File: config.mk
export PLATFORM = sky130hd
export DESIGN_NAME = axi_bram_log_reader
export DESIGN_NICKNAME = d
export VERILOG_FILES = /design/src/rtl/axi_bram_log_pkg.sv /design/src/rtl/log_entry_serializer.sv /design/src/rtl/axi_bram_log_reader.sv
export SDC_FILE = /design/constraint.sdc
export NUM_CORES = 1
export LEC_CHECK = 0
export CORE_ASPECT_RATIO = 1.25
export CORE_MARGIN = 4
export CORE_UTILIZATION = 44
export CTS_CLUSTER_DIAMETER = 60
export CTS_CLUSTER_SIZE = 12
export DETAILED_ROUTE_END_ITERATION = 6
export GPL_TIMING_DRIVEN = 0
export PLACE_DENSITY = 0.77
export SLEW_MARGIN = 20
export SYNTH_ARGS = -nofsm -noshare
export SYNTH_HDL_FRONTEND = slang
export SYNTH_SLANG_ARGS = --single-unit
export TNS_END_PERCENT = 30
File: constraint.sdc
create_clock -name Clk_CI -period 2.6 [get_ports Clk_CI]
set_clock_uncertainty 0.1 [all_clocks]
set_input_delay 0.52 -clock Clk_CI [delete_from_list [all_inputs] [get_ports Clk_CI]]
set_output_delay 0.52 -clock Clk_CI [all_outputs]
set_load 0.01 [all_outputs]
File: src/rtl/axi_bram_log_pkg.sv
`default_nettype none
// ============================================================================
// axi_bram_log_pkg: log-entry layout, field positions and reader FSM states
// Revision: 1.0
// ============================================================================
package axi_bram_log_pkg;

  localparam int LOGGING_DATA_BITW = 96;
  localparam int LOG_WORD_BITW     = 32;

  localparam int TIMESTAMP_LOW     = 0;
  localparam int TIMESTAMP_HIGH    = 31;
  localparam int AXI_ADDR_LOW      = 32;
  localparam int AXI_ADDR_HIGH     = 63;
  localparam int AXI_LEN_LOW       = 64;
  localparam int AXI_LEN_HIGH      = 71;
  localparam int AXI_ID_LOW        = 72;
  localparam int AXI_ID_MAX_BITW   = 24;

  // id is sized for the widest logger; unused upper id bits read as zero
  typedef struct packed {
    logic [AXI_ID_MAX_BITW-1:0]              id;
    logic [AXI_LEN_HIGH-AXI_LEN_LOW:0]       len;
    logic [AXI_ADDR_HIGH-AXI_ADDR_LOW:0]     addr;
    logic [TIMESTAMP_HIGH-TIMESTAMP_LOW:0]   timestamp;
  } log_entry_t;

  typedef enum logic [2:0] {
    ST_IDLE   = 3'd0,
    ST_FETCH  = 3'd1,
    ST_WAIT   = 3'd2,
    ST_SEND   = 3'd3,
    ST_FINISH = 3'd4
  } reader_state_e;

  function automatic log_entry_t mask_entry(input logic [LOGGING_DATA_BITW-1:0] raw,
                                            input int keep_bitw);
    logic [LOGGING_DATA_BITW-1:0] m;
    for (int i = 0; i < LOGGING_DATA_BITW; i++) begin
      m[i] = raw[i] & (i < keep_bitw);
    end
    return log_entry_t'(m);
  endfunction

endpackage
`default_nettype wire

File: src/rtl/log_entry_serializer.sv
`default_nettype none
// ============================================================================
// log_entry_serializer: splits one 96-bit log entry into three 32-bit stream words
// Revision: 1.0
// ============================================================================
module log_entry_serializer
  import axi_bram_log_pkg::*;
(
  input  logic                     clk_i,
  input  logic                     rst_i,
  input  logic                     flush_i,
  input  logic                     load_i,
  input  log_entry_t               entry_i,
  input  logic                     last_i,
  output logic                     done_o,
  output logic                     valid_o,
  input  logic                     ready_i,
  output logic [LOG_WORD_BITW-1:0] data_o,
  output logic                     last_o
);

  log_entry_t entry_q;
  logic       last_q;
  logic       valid_q;
  logic [1:0] word_q;
  logic       fire;

  assign fire   = valid_q && ready_i;
  assign done_o = fire && (word_q == 2'd2);

  // The caller loads only while empty or on the final-word handshake.
  always_ff @(posedge clk_i) begin
    if (rst_i || flush_i) begin
      entry_q <= '0;
      last_q  <= 1'b0;
      valid_q <= 1'b0;
      word_q  <= 2'd0;
    end else if (load_i) begin
      entry_q <= entry_i;
      last_q  <= last_i;
      valid_q <= 1'b1;
      word_q  <= 2'd0;
    end else if (fire) begin
      if (word_q == 2'd2) begin
        valid_q <= 1'b0;
        word_q  <= 2'd0;
      end else begin
        word_q  <= word_q + 2'd1;
      end
    end
  end

  always_comb begin
    data_o = entry_q.timestamp;
    case (word_q)
      2'd0:    data_o = entry_q.timestamp;
      2'd1:    data_o = entry_q.addr;
      default: data_o = entry_q[LOGGING_DATA_BITW-1:AXI_LEN_LOW];
    endcase
  end

  assign valid_o = valid_q;
  assign last_o  = valid_q && last_q && (word_q == 2'd2);

endmodule
`default_nettype wire

File: src/rtl/axi_bram_log_reader.sv
`default_nettype none
// ============================================================================
// axi_bram_log_reader: drains logger BRAM entries onto a 32-bit stream.
// Optional AXI_BRAM_LOG_READER_PREFETCH_EN adds a second entry buffer for gap-free output.
// Revision: 1.0
// ============================================================================
module axi_bram_log_reader
  import axi_bram_log_pkg::*;
#(
  parameter  int AXI_ID_BITW     = 8,
  parameter  int AXI_LEN_BITW    = 8,
  parameter  int NUM_LOG_ENTRIES = 16384,
  localparam int CNT_BITW        = $clog2(NUM_LOG_ENTRIES)
) (
  input  logic                         Clk_CI,
  input  logic                         Rst_RI,
  input  logic                         Start_SI,
  input  logic [CNT_BITW:0]            NumEntries_DI,
  input  logic                         Abort_SI,
  output logic                         Busy_SO,
  output logic                         Done_SO,
  output logic                         ClearReq_SO,
  output logic                         BramEn_SO,
  output logic [CNT_BITW-1:0]          BramAddr_DO,
  input  logic [LOGGING_DATA_BITW-1:0] BramRd_DI,
  output logic                         OutValid_SO,
  input  logic                         OutReady_SI,
  output logic [LOG_WORD_BITW-1:0]     OutData_DO,
  output logic                         OutLast_SO
);

  localparam int                KEEP_BITW = AXI_LEN_LOW + AXI_LEN_BITW + AXI_ID_BITW;
  localparam logic [CNT_BITW:0] MAX_N     = (CNT_BITW+1)'(NUM_LOG_ENTRIES);

  reader_state_e       state_q;
  logic                busy_q;
  logic                done_q;
  logic                en_q;
  logic [CNT_BITW-1:0] addr_q;
  logic [CNT_BITW-1:0] idx_q;
  logic [CNT_BITW-1:0] last_idx_q;

  logic                abort;
  logic [CNT_BITW:0]   n_start;
  log_entry_t          rd_entry;
  logic                ser_load;
  log_entry_t          ser_data;
  logic                ser_last;
  logic                ser_done;

  assign abort    = Abort_SI && (state_q != ST_IDLE);
  assign n_start  = (NumEntries_DI > MAX_N) ? MAX_N : NumEntries_DI;
  assign rd_entry = mask_entry(BramRd_DI, KEEP_BITW);

`ifdef AXI_BRAM_LOG_READER_PREFETCH_EN
  log_entry_t pf_q;
  logic       pf_pend_q;

  // After the first entry, each reload comes from the prefetch buffer on the w2 handshake.
  assign ser_load = (state_q == ST_WAIT) ||
                    ((state_q == ST_SEND) && ser_done && (idx_q != last_idx_q));
  assign ser_data = (state_q == ST_WAIT) ? rd_entry : pf_q;
  assign ser_last = (state_q == ST_WAIT) ? (idx_q == last_idx_q)
                                         : ((idx_q + CNT_BITW'(1)) == last_idx_q);
`else
  assign ser_load = (state_q == ST_WAIT);
  assign ser_data = rd_entry;
  assign ser_last = (idx_q == last_idx_q);
`endif

  always_ff @(posedge Clk_CI) begin
    if (Rst_RI) begin
      state_q    <= ST_IDLE;
      busy_q     <= 1'b0;
      done_q     <= 1'b0;
      en_q       <= 1'b0;
      addr_q     <= '0;
      idx_q      <= '0;
      last_idx_q <= '0;
`ifdef AXI_BRAM_LOG_READER_PREFETCH_EN
      pf_q       <= '0;
      pf_pend_q  <= 1'b0;
`endif
    end else if (abort) begin
      state_q    <= ST_IDLE;
      busy_q     <= 1'b0;
      done_q     <= 1'b0;
      en_q       <= 1'b0;
`ifdef AXI_BRAM_LOG_READER_PREFETCH_EN
      pf_pend_q  <= 1'b0;
`endif
    end else begin
      done_q <= 1'b0;
      en_q   <= 1'b0;
`ifdef AXI_BRAM_LOG_READER_PREFETCH_EN
      pf_pend_q <= en_q && (state_q == ST_SEND);
      if (pf_pend_q) begin
        pf_q <= rd_entry;
      end
`endif
      case (state_q)
        ST_IDLE: begin
          if (Start_SI) begin
            busy_q     <= 1'b1;
            idx_q      <= '0;
            last_idx_q <= CNT_BITW'(n_start - (CNT_BITW+1)'(1));
            if (n_start == '0) begin
              state_q <= ST_FINISH;
            end else begin
              state_q <= ST_FETCH;
              en_q    <= 1'b1;
              addr_q  <= '0;
            end
          end
        end
        ST_FETCH: state_q <= ST_WAIT;
        ST_WAIT: begin
          state_q <= ST_SEND;
`ifdef AXI_BRAM_LOG_READER_PREFETCH_EN
          if (idx_q != last_idx_q) begin
            en_q   <= 1'b1;
            addr_q <= idx_q + CNT_BITW'(1);
          end
`endif
        end
        ST_SEND: begin
          if (ser_done) begin
            if (idx_q == last_idx_q) begin
              state_q <= ST_FINISH;
            end else begin
              idx_q <= idx_q + CNT_BITW'(1);
`ifdef AXI_BRAM_LOG_READER_PREFETCH_EN
              if ((idx_q + CNT_BITW'(1)) != last_idx_q) begin
                en_q   <= 1'b1;
                addr_q <= idx_q + CNT_BITW'(2);
              end
`else
              state_q <= ST_FETCH;
              en_q    <= 1'b1;
              addr_q  <= idx_q + CNT_BITW'(1);
`endif
            end
          end
        end
        ST_FINISH: begin
          state_q <= ST_IDLE;
          busy_q  <= 1'b0;
          done_q  <= 1'b1;
        end
        default: begin
          state_q <= ST_IDLE;
          busy_q  <= 1'b0;
        end
      endcase
    end
  end

  log_entry_serializer u_serializer (
    .clk_i   (Clk_CI),
    .rst_i   (Rst_RI),
    .flush_i (abort),
    .load_i  (ser_load),
    .entry_i (ser_data),
    .last_i  (ser_last),
    .done_o  (ser_done),
    .valid_o (OutValid_SO),
    .ready_i (OutReady_SI),
    .data_o  (OutData_DO),
    .last_o  (OutLast_SO)
  );

  assign Busy_SO     = busy_q;
  assign Done_SO     = done_q;
  assign ClearReq_SO = done_q;
  assign BramEn_SO   = en_q;
  assign BramAddr_DO = addr_q;

endmodule
`default_nettype wire
==> impl_metrics.toml, run 1 <==
[synth]
ys_warn_count = 0
synth.distinct_cells = 61
ys_ff_latch = 132
synth_top_area_share_pct = 42.0
synthFlopType = "dfxtp_1"
syn_inst = 794
synth_edf_count = 0
synth_top_area_cell = "dfxtp_1"
ys_seq_area_share_pct = 42.0
yosys-top-cells-area = "dfxtp_1, nand2_1, a21oi_1"
synthesis.nets = 912
syn_avg_cell_area_um2 = 7.93
synthArstFlopShare_pct = 0
syn_area_um2 = 6290

[power]
p_per_area_nw_per_um2 = 623
leakagePower_nw = 3.06
peakVddDrop_mv = 0.385

[setup_path]
crit_path_max_fanout = 10
slowest_stage = "clkdlybuf4s50_1"
rrSetupSlack_ps = 210
rr_endpoint = "idx_q[8]"
path_class = "register to output pin"
arrival_ps = 1930
r2r-start = "idx_q[0]"
cp.required_ps = 1980
crit_path_cell_trace = "buf_6 -> buf_6 -> mux2i_1 -> nor2_1 -> clkdlybuf4s50_1"
cp_common_cell = "buf_6"
cp-start-kind = "register"
cpPeakStageDelay_ps = 510
cp_top_family = "buffers and inverters"
worst-path-buf-inv = 3
r2r_cells = 5
critPathCaptureType = "output pin"

[clocking]
numClockSinks = 132
cts_buffer_depth = 2
cts_tree = "built"
cts_max_level = 4
clkSlewWorstSetupHoldPaths_ps = 60
worstSkewPairLatency_ps = 420
ctsRootBufferMaster = "clkbuf_16"
cts_inserted_buffers = 17

[worst_hold_path]
worstHoldStart = "u_serializer.entry_q[16]"
hold_end = "u_serializer.entry_q[16]"
holdPathStages = 2
min_path_type = "register to register"

[routing]
vias = 6302
routed_wl_um = 19700
drtIter0Drc = 467
wire_per_inst_um = 17.1
drtAntennaViolNets = 0
firstDrtPassIters = 6
drc_errors = 0
viasPerCell = 5.47

[global_route]
grt_pass1_vias = 6098
grt_max_degree = 17
grt_usage_pct = 24.1
grt_overflow = 0
grt_pass1_wl_um = 31200
antenna_found_initial = 0

[floorplan]
start_util_pct = 45.2
fp.dieW_um = 115
core_um2 = 13900
rows = 48
die_area_um2 = 16300
pin_count = 168
die_y_um = 142

[sta]
rsz0062_at_grt = "true"
finalHoldViolCount = 0
finalSetupViolations = 0
fin_tns_setup_ps = 0
slew_viol_final = 0
post-route-period-util_pct = 97.9
worst_pin_slew_ps = 678
period_needed_ps = 2550
maxClockFrequency_ghz = 0.393
setup_ws_ps = 54.8
slew_headroom_pct = 54.4

[placement]
place_congestion = 0.890
port-buffer-count = 151
placedCellCount = 1120
pre_cts_ws_ps = -1060
place_area_um2 = 8020
place_hpwl_um = 14100

[layout]
layout.cells.non_filler = 1152
design_area_um2 = 8720
fin_util_pct = 62.6
drive_gt1_share_pct = 8.19
diodes = 0
fin_nets = 1083
synthToLayoutAreaGrowth_pct = 38.6

[flow_run]
drv_cap = 0

[status]
outcome = "finished, final reports clean"
==> routing by layer <==
metal  vias to the layer above  GRT usage (%)  part of all wire (%)
met3                        37           4.91                   7.1
met5                         -              0                     0
li1                       3087              -                     -
met4                         0           9.15                   2.6
met1                      2924           30.1                    41
met2                       254           40.6                    49
==> worst max-delay path by stage <==
stage	from	end	slack [ps]	depth (start not counted)
global route	u_serializer.word_q[1]	OutLast_SO	-10	4
floorplan	NumEntries_DI[14]	idx_q[0]	100	11
CTS	NumEntries_DI[14]	idx_q[13]	10	12
detailed placement	NumEntries_DI[14]	idx_q[0]	-1060	12
finish	u_serializer.word_q[0]	OutData_DO[16]	50	5
global placement	NumEntries_DI[14]	idx_q[0]	-1040	12
==> flip-flops by register name (all words and copies together), names as in the netlist, 2 cells and up <==
signal                flops
BramAddr_DO              14
u_serializer.word_q       2
idx_q                    14
state_q                   3
u_serializer.entry_q     80
last_idx_q               14
==> report_power, final <==
group	total (W)	switching, W	internal, W	leakage [nW]
registers	0.00217	0.0000560	0.00212	1.07
clock network	0.00247	0.000912	0.00155	0.292
logic	0.000795	0.000443	0.000352	1.70
total	0.00543	0.00141	0.00402	3.06
==> cell usage in the layout (no fill, tap or decap), types with 4 or more instances in the layout <==
master,instances
buf_2,7
mux2i_1,32
clkbuf_1,30
buf_4,6
nand4_1,10
dfxtp_1,132
o211ai_1,4
dlymetal6s2s_1,4
a21oi_1,103
nand2_1,210
clkbuf_16,17
a31oi_1,5
clkbuf_4,4
inv_1,7
clkdlybuf4s50_1,141
or4_1,5
o31ai_1,6
dlygate4sd2_1,5
nor3_1,11
and2_1,4
o21ai_0,42
xnor2_1,20
nor2b_1,4
buf_1,4
buf_6,8
xor2_1,11
nor2_1,45
nand3_1,15
or3_1,5
==> Yosys cell counts, drive strengths merged, types with 5 or more instances <==
library cell	instances
nand2	211
dfxtp	132
a21oi	104
nor2	45
o21ai	44
clkbuf	37
mux2i	33
buf	24
xnor2	21
nand3	17
nand4	13
nor3	12
xor2	11
inv	7
nor4	7
o31ai	7
a31oi	5
or3	5
or4	5
==> through the flow <==
stage / total power, W / hold WS [ps]
final: 0.00543 / 353
after global routing: 0.00563 / 372
after CTS: 0.00543 / 355
after detailed placement: 0.00299 / 347
after global placement: 0.00298 / 341
after floorplan: 0.00262 / 332
==> worst register-to-register path: stages, from the launching register on <==
cell	delay, ps
dfxtp_1	490
ha_1	280
nand3_1	290
or4_1	600
or4_1	400
a21oi_1	150
==> final cells by class <==
class / count / area, um2
Sequential cell: 132 / 2640
Inverter: 7 / 26.3
Buffer: 60 / 348
Fill cell: 1216 / 5210
Tap cell: 175 / 219
Timing Repair Buffer: 153 / 1530
Clock buffer: 19 / 453
Clock inverter: 12 / 154
Multi-Input combinational cell: 594 / 3360
==> kinds of logic (layout without fill, tap and decap cells) <==
| group | Yosys count | after routing | synth area share (%) |
|---|---|---|---|
| flip-flops | 132 | 132 | 42.0 |
| AND/OR/NAND/NOR | 335 | 335 | 24.8 |
| multiplexers | 33 | 33 | 5.25 |
| adder cells (fa/ha/maj) | 2 | 2 | 0.398 |
| XOR/XNOR | 32 | 32 | 4.57 |
| AO/OA/AOI/OAI | 192 | 192 | 17.9 |
| buffers and inverters | 68 | 251 | 5.11 |
==> repair_timing <==
item	4_1_cts	5_1_grt
endpoints found under the setup margin	64	43
buffers inserted	2	0
pin swaps	1	2
hold buffers	0	0
gates resized for setup	33	15
gates cloned	0	0
Note: power is estimated with default switching activity, not from simulation.
==> run 2: changes to the inputs <==
Settings changed: CORE_UTILIZATION 44 to 49, PLACE_DENSITY 0.77 to 0.81, SKIP_CTS_REPAIR_TIMING set to 1.
Clock period 2.6 ns to 2.9 ns, I/O delays scaled along.
==> run 2 against run 1 <==
Clock power is 14% lower. Non-clock buffer count stayed put. Via count up 0.98%. Utilization grew 5.6 points. Sequential power is 10% lower. Cell count decreased by 0.52%. Wire length shrank 0.11%. Hold slack about the same. Critical path type unchanged. Critical endpoint is now OutLast_SO.
==> impl_metrics.toml, run 2 (synthesis gave the netlist of run 1 again) <==
[global_route]
antenna_found_initial = 0
grt_max_degree = 17
grt_usage_pct = 26.2
grt_pass1_wl_um = 30300
grt_pass1_vias = 6118
grt_overflow = 0

[setup_path]
cp.required_ps = 2220
crit_path_max_fanout = 10
critPathCaptureType = "output pin"
crit_path_cell_trace = "buf_2 -> clkbuf_1 -> and4b_1 -> clkdlybuf4s50_1"
cp-start-kind = "register"
rrSetupSlack_ps = 470
cpPeakStageDelay_ps = 550
cp_top_family = "buffers and inverters"
arrival_ps = 2220
worst-path-buf-inv = 3
path_class = "register to output pin"
slowest_stage = "clkdlybuf4s50_1"

[clocking]
worstSkewPairLatency_ps = 420
clkSlewWorstSetupHoldPaths_ps = 60
cts_inserted_buffers = 17
cts_max_level = 4
ctsRootBufferMaster = "clkbuf_16"
cts_tree = "built"
numClockSinks = 132
cts_buffer_depth = 2

[sta]
rsz0062_at_grt = "true"
slew_viol_final = 0
slew_headroom_pct = 42.8
maxClockFrequency_ghz = 0.345
finalHoldViolCount = 0
fin_tns_setup_ps = 0
post-route-period-util_pct = 100
worst_pin_slew_ps = 851
period_needed_ps = 2900
finalSetupViolations = 0

[placement]
place_hpwl_um = 14000
port-buffer-count = 151
place_area_um2 = 8020
place_congestion = 0.855
placedCellCount = 1113

[layout]
final_common_cell = "nand2_1"
design_area_um2 = 8640
synthToLayoutAreaGrowth_pct = 37.3
layout.cells.non_filler = 1146
fin_util_pct = 68.2
num-fill-cells = 1020
drive_gt1_share_pct = 7.57
largest_reg_flops = 80
fin_nets = 1083
diodes = 0
regMostFlops = "u_serializer.entry_q"
final_cell_mix = "nand2_1, clkdlybuf4s50_1, dfxtp_1, a21oi_1, nor2_1"

[flow_run]
drv_cap = 0

[routing]
drc_errors = 0
drtAntennaViolNets = 0
routed_wl_um = 19600
viasPerCell = 5.55
drtIter0Drc = 508
vias = 6364
wire_per_inst_um = 17.1
firstDrtPassIters = 5

[floorplan]
rows = 46
fp.dieW_um = 109
start_util_pct = 49.7
die_area_um2 = 14700
core_um2 = 12700
die_y_um = 135
pin_count = 168

[power]
p_per_area_nw_per_um2 = 554
peakVddDrop_mv = 0.372
leakagePower_nw = 2.94

[status]
outcome = "finished, final reports clean"

[worst_hold_path]
min_path_type = "register to register"
[run 2: cell types whose count changed in the layout (fill, tap and decap cells not counted), sizes merged]
cell / previous run / this run
buf: 27 / 25
dlymetal6s2s: 4 / 1
clkbuf: 55 / 57
clkinv: 4 / 6
clkdlybuf4s50: 141 / 150
bufinv: 3 / 2
inv: 9 / 8
dlygate4sd2: 5 / 0
[run 2: final cells by class]
class / count / area, um2 / area share [%]
Inverter: 7 / 26.3 / 0.304
Multi-Input combinational cell: 594 / 3330 / 38.6
Tap cell: 168 / 210 / 2.43
Timing Repair Buffer: 153 / 1530 / 17.7
Clock inverter: 12 / 129 / 1.49
Buffer: 60 / 313 / 3.62
Sequential cell: 132 / 2640 / 30.6
Clock buffer: 20 / 457 / 5.29
[run 2: worst paths after layout]
kind / startpoint / endpoint / cells after the start
min reg2reg: u_serializer.entry_q[36] / u_serializer.entry_q[36] / 2
min: u_serializer.entry_q[36] / u_serializer.entry_q[36] / 2
max reg2reg: idx_q[0] / idx_q[8] / 5
max: u_serializer.word_q[1] / OutLast_SO / 4
[run 2: routing by layer]
| layer | track usage [%] | part of all wire (%) | vias up |
|---|---|---|---|
| met1 | 31.0 | 40 | 2960 |
| met3 | 5.88 | 7.2 | 57 |
| met2 | 44.6 | 49 | 271 |
| met4 | 12.1 | 3.6 | 0 |
| met5 | 0 | 0 | - |
| li1 | - | - | 3076 |
[run 2: through the flow]
stage | hold WS [ps] | setup slack [ps] | total power (W)
after floorplan | 332 | 340 | 0.00235
after global placement | 341 | -798 | 0.00267
after detailed placement | 347 | -840 | 0.00268
after CTS | 354 | -499 | 0.00477
after global routing | 373 | -48.6 | 0.00493
final | 353 | 0.758 | 0.00479
[run 2: report_power, final]
group	switching, W	internal, W
combinational	0.000399	0.000316
clock	0.000817	0.00131
sequential	0.0000492	0.00190
total	0.00127	0.00352
[run 2: tightest hold or removal path, stage by stage (launching register included)]
cell,delay (ps)
dfxtp_1,310
nand2_1,50
a21oi_1,50
